### src/rtl/fifo_word_packer.sv
// fifo_word_packer: pops bytes from a one-cycle-latency synchronous FIFO and
// packs LANES of them into one output word. The first byte lands in the least
// significant lane. The packed word is then held under a valid/ready handshake.
// A one-cycle flush request forces out a partially filled word.
// LANES is expected to be at least 2 and at most 7, so that word_bytes fits in 3 bits.
module fifo_word_packer #(
    parameter int WIDTH = 8,
    parameter int LANES = 4
) (
    input  logic                   clk,
    input  logic                   rst,
    input  logic                   fifo_empty,
    input  logic [WIDTH-1:0]       fifo_data,
    output logic                   fifo_rd,
    input  logic                   flush,
    output logic [WIDTH*LANES-1:0] word_out,
    output logic [2:0]             word_bytes,
    output logic                   word_valid,
    input  logic                   word_ready
);

    // Counter width is just wide enough to hold LANES; it saturates there.
    localparam int CW = $clog2(LANES + 1);
    localparam logic [CW:0]   LANES_EXT = LANES[CW:0];
    localparam logic [CW-1:0] LANES_CNT = LANES[CW-1:0];

    typedef enum logic [0:0] {
        FILL = 1'b0,
        OUT  = 1'b1
    } state_t;

    state_t                 state_r;
    state_t                 next_state_s;
    logic [CW-1:0]          cnt_r;
    logic [CW-1:0]          cnt_next_s;
    logic [CW-1:0]          cnt_inc_s;
    logic                   pend_r;
    logic                   pend_next_s;
    logic                   flush_req_r;
    logic                   flush_req_next_s;
    logic [WIDTH*LANES-1:0] word_r;
    logic [WIDTH*LANES-1:0] word_next_s;
    logic [2:0]             bytes_r;
    logic [2:0]             bytes_next_s;
    logic                   valid_r;
    logic                   valid_next_s;
    logic                   rd_s;
    logic [CW:0]            inflight_s;

    // Pop only while filling, with data upstream, no flush waiting, and a free lane
    // that is not already claimed by an in-flight read.
    always_comb begin
        rd_s       = 1'b0;
        inflight_s = {1'b0, cnt_r} + {{CW{1'b0}}, pend_r};
        if (!rst && (state_r == FILL) && !fifo_empty && !flush_req_r
            && (inflight_s < LANES_EXT)) begin
            rd_s = 1'b1;
        end else begin
            rd_s = 1'b0;
        end
    end

    // Next-state and next-datapath logic for the FILL/OUT machine.
    always_comb begin
        next_state_s     = state_r;
        cnt_next_s       = cnt_r;
        pend_next_s      = rd_s;
        flush_req_next_s = flush_req_r;
        word_next_s      = word_r;
        bytes_next_s     = bytes_r;
        valid_next_s     = valid_r;
        cnt_inc_s        = cnt_r + {{(CW-1){1'b0}}, 1'b1};

        case (state_r)
            FILL: begin
                if (pend_r && (cnt_r != LANES_CNT)) begin
                    // Byte popped last cycle is on fifo_data now: write it into lane cnt.
                    for (int k = 0; k < LANES; k++) begin
                        if (cnt_r == k[CW-1:0]) begin
                            word_next_s[k*WIDTH +: WIDTH] = fifo_data;
                        end else begin
                            word_next_s[k*WIDTH +: WIDTH] = word_r[k*WIDTH +: WIDTH];
                        end
                    end
                    cnt_next_s = cnt_inc_s;
                    if (cnt_inc_s == LANES_CNT) begin
                        next_state_s     = OUT;
                        valid_next_s     = 1'b1;
                        bytes_next_s     = 3'(LANES_CNT);
                        flush_req_next_s = 1'b0;
                    end else begin
                        flush_req_next_s = flush_req_r | flush;
                    end
                end else if (flush_req_r) begin
                    // No read is in flight, so the partial word is complete.
                    if (cnt_r != {CW{1'b0}}) begin
                        next_state_s     = OUT;
                        valid_next_s     = 1'b1;
                        bytes_next_s     = 3'(cnt_r);
                        flush_req_next_s = 1'b0;
                    end else begin
                        flush_req_next_s = 1'b0;
                    end
                end else begin
                    flush_req_next_s = flush;
                end
            end
            OUT: begin
                // Filling is frozen while the word is held. Flush is ignored here.
                pend_next_s      = 1'b0;
                flush_req_next_s = 1'b0;
                if (word_ready) begin
                    next_state_s = FILL;
                    cnt_next_s   = {CW{1'b0}};
                    word_next_s  = {(WIDTH*LANES){1'b0}};
                    bytes_next_s = 3'b000;
                    valid_next_s = 1'b0;
                end else begin
                    next_state_s = OUT;
                end
            end
            default: begin
                next_state_s     = FILL;
                cnt_next_s       = {CW{1'b0}};
                pend_next_s      = 1'b0;
                flush_req_next_s = 1'b0;
                word_next_s      = {(WIDTH*LANES){1'b0}};
                bytes_next_s     = 3'b000;
                valid_next_s     = 1'b0;
            end
        endcase
    end

    // FSM state register.
    always_ff @(posedge clk or posedge rst) begin
        if (rst) begin
            state_r <= FILL;
        end else begin
            state_r <= next_state_s;
        end
    end

    // Datapath registers: lane counter, pending-read flag, flush latch and the outputs.
    always_ff @(posedge clk or posedge rst) begin
        if (rst) begin
            cnt_r       <= {CW{1'b0}};
            pend_r      <= 1'b0;
            flush_req_r <= 1'b0;
            word_r      <= {(WIDTH*LANES){1'b0}};
            bytes_r     <= 3'b000;
            valid_r     <= 1'b0;
        end else begin
            cnt_r       <= cnt_next_s;
            pend_r      <= pend_next_s;
            flush_req_r <= flush_req_next_s;
            word_r      <= word_next_s;
            bytes_r     <= bytes_next_s;
            valid_r     <= valid_next_s;
        end
    end

    assign fifo_rd    = rd_s;
    assign word_out   = word_r;
    assign word_bytes = bytes_r;
    assign word_valid = valid_r;

endmodule

### config.mk
export PLATFORM = sky130hd
export DESIGN_NAME = fifo_word_packer
export DESIGN_NICKNAME = d
export VERILOG_FILES = /design/src/rtl/fifo_word_packer.sv
export SDC_FILE = /design/constraint.sdc
export NUM_CORES = 1
export LEC_CHECK = 0
export ABC_AREA = 1
export BUFFER_PORTS_ARGS = -buffer_cell sky130_fd_sc_hd__buf_2
export CAP_MARGIN = 20
export CORE_MARGIN = 1
export CORE_UTILIZATION = 51
export DETAILED_ROUTE_END_ITERATION = 7
export PLACE_DENSITY_LB_ADDON = 0.05
export SYNTH_ARGS = -nofsm -noshare
export SYNTH_HDL_FRONTEND = slang
export SYNTH_SLANG_ARGS = --single-unit
### constraint.sdc
create_clock -name clk -period 2.6 [get_ports clk]
set_input_delay 0.39 -clock clk [delete_from_list [all_inputs] [get_ports clk]]
set_output_delay 0.39 -clock clk [all_outputs]
set_load 0.02 [all_outputs]
==> impl_results.md <==
* Post-DR vias/cell at 5.281
* Seq cells post-synth at 42
* Sink Count at 42
* Share of post-route cells with drive strength above 1 at 40.34%
* Slew HR at 62.16%
* Worst vdd ir at 0.0004801 V
* CP dominant cell by count: buf_2
* Gpl congestion at 0.8822
* Overall power at 2445 uW
* Hold Slack at 318.8 ps
* Final Slew Violations at 0
* Non-Filler Instances at 281
* Fin Clk Skew at about 2.2 ps
* Slowest stage cell, crit path: dlygate4sd3_1
* Unrepaired setup endpoints after global routing: false
* Antenna-violating nets left at 0
* Seq/Total Area, Yosys at 53.95%
* Crit path DAT at 1670 ps
* Initial antenna violation count at 0
* Die W at ~64 um
* CTS tree: yes
* DR vias at 1,484
* Cell breakdown of the critical path: dlygate4sd3_1 > buf_2 > nor3_1 > nand2_1 > a31oi_1 > buf_2
* Actual slew at the worst max-slew pin at 565.7 ps
* Place WS at 932.5 ps
* Worst path max stage delay at 530 ps
* GRT overflow at 0
* Gr usage total at a little under a quarter
* Largest net degree at the start of global routing at 41
* CTS clock-pin slew for the worst setup and hold paths at roughly 70 ps
* Dpl cells at 272
* Final min period at 2063 ps
* Final hold vios at 0
* CP Max Fanout at 2
* Core area at 3661 um^2
* Critical path type: primary input to primary output
* H-tree depth at 2
* Setup TNS at 0 ps
* Global-route wire length before repair at 6948 um
* CP Launch Type: primary input
* First drt pass iteration count at 4
* Syn. warnings at 0
* CTS Buf Count at 5
* Clock latency on the worst-skew pair at 290 ps
* FMAX at 484.7 MHz
* HPWL after DPL at 2995 um
* CP Data Required Time at 2210 ps
* Yosys cell types at 24
* Fin crit share at 79.35%
* Total wire length at 3999 um
* Die H at between 60 and 70 um
* Mapped Cells at 183
* Initial DRC Count at 77
* DRC errors left at 0
* Final setup vio count at 0
* PortBufs at 49
* Nets at 250
* Post-Syn Area at about 2000 um^2
* Max Buffers Root-to-Sink at 2
* Number of global-route vias before repair at between 1,000 and 1,500
* Largest cells by area after synthesis: dfrtp_1 54%, o21ai_2 8.5%, nand3_1 5.9%
* Die ar. at around 4000 um^2
* # IOs at 50
* Leak at 0.001187 uW
* # rows at 22
* Initial Utilization at 53.21%
* PD cells at about 1100 nW/um^2
* Syn Nets at 201
* CP endpoint kind: primary output
* Per-cell routed wire length at around 14 um
* Max capacitance violation total at 0
* Cell chosen for the clock root: clkbuf_8
* Antenna Diode Count at 0
* R2r setup slk at 920 ps
* Hold Crit Class: primary input to flip-flop
* Final WS setup at 536.9 ps
* Run status: finished clean
* Post-synth top area share at a little over half
* Syn_area_per_cell at between 10 and 15 um^2
* Area Growth Syn to Fin at 16.83%
* Cell taking the most area after synthesis: dfrtp_1
## where the power goes
part / switching, uW / internal [uW] / total, uW
logic: 723 / 323 / 1050
registers: 138 / 838 / 976
clock network: 208 / 214 / 422
## cell type report
type | count | area, um^2
clock buffers | 7 | 86.33
clock inverters | 1 | 5.005
fillers | 327 | 1385
inverters | 8 | 30.03
multi-input cells | 124 | 780.7
flip-flops and latches | 42 | 1051
well taps | 48 | 60.06
repair buffers | 51 | 262.8
## through the flow
stage                     utilization, %  area (um^2)
after floorplan                        -         1948
after global placement             59.40         2175
after detailed placement           59.40         2175
after CTS                          62.17         2276
after global routing               62.17         2276
final                              62.17         2276
## synthesized netlist by cell type (all sizes together)
library cell and instances:
a21oi 1, a31oi 2, buf 9, dfrtp 42, ha 5, inv 8
nand2 37, nand3 31, nor2 7, nor3 1, o21a 1, o21ai 38
o22ai 1
## critical path: cells and delay by family
kind                   cells  cell delay [ps]
and+or+nand+nor            2              260
buffers and inverters      3              850
AOI/OAI and AO/OA          1              180
## logic make-up (layout without fill, tap and decap cells)
family,Yosys count,count (layout),synth area share (%)
AND/OR/NAND/NOR,76,76,21.84
AO/OA/AOI/OAI,43,43,15.03
flip-flops,42,42,53.95
buffers and inverters,17,67,5.972
adder cells (fa/ha/maj),5,5,3.211
## placed cells by master, fill, tap and decap left out, types with 2 or more instances in the layout
| cell type | Yosys | final |
|---|---|---|
| ha_1 | 5 | 5 |
| o21ai_1 | 12 | 12 |
| o21ai_0 | 7 | 7 |
| nand3_1 | 23 | 23 |
| dfrtp_1 | 42 | 42 |
| inv_1 | 7 | 7 |
| nand2_4 | 2 | 2 |
| nand2_1 | 30 | 30 |
| nand3_4 | 3 | 3 |
| buf_2 | 3 | 49 |
| clkbuf_8 | 0 | 6 |
| nor2_1 | 5 | 5 |
| nand3_2 | 5 | 5 |
| o21ai_2 | 19 | 19 |
| a31oi_1 | 2 | 2 |
| nand2_2 | 5 | 5 |
## layer usage
layer	routed length, um	part of all wire (%)	vias up	global-route usage, %
met5	0	0	-	0
met4	27	0.68	0	5.398
met3	199	5.0	4	7.143
met2	1855	46	42	35.11
met1	1916	48	719	31.15
li1	-	-	719	-
## path summary, 6_finish.rpt
check	start	endpoint	cells after the start
setup / recovery	rst	fifo_rd	6
hold / removal	flush	flush_req_r$_DFF_PP0_	2
setup reg to reg	cnt_r[0]$_DFFE_PP0P_	word_out[27]$_DFFE_PP0P_	8
hold reg to reg	word_out[24]$_DFFE_PP0P_	word_out[24]$_DFFE_PP0P_	2
max in group asynchronous	rst	word_out[7]$_DFFE_PP0P_	4
min in group asynchronous	rst	pend_r$_DFF_PP0_	3
## registers in the layout (all words and copies together), names as in the netlist
register,flops
word_bytes,3
state_r,1
word_out,32
word_valid,1
flush_req_r,1
pend_r,1
cnt_r,3
## timing repair
| item | CTS | global route |
|---|---|---|
| setup buffers | 0 | 0 |
| resized for setup | 0 | 0 |
| hold endpoints to repair | 2 | 0 |
| hold buffers | 1 | 0 |
(Power assumes the default switching activity.)
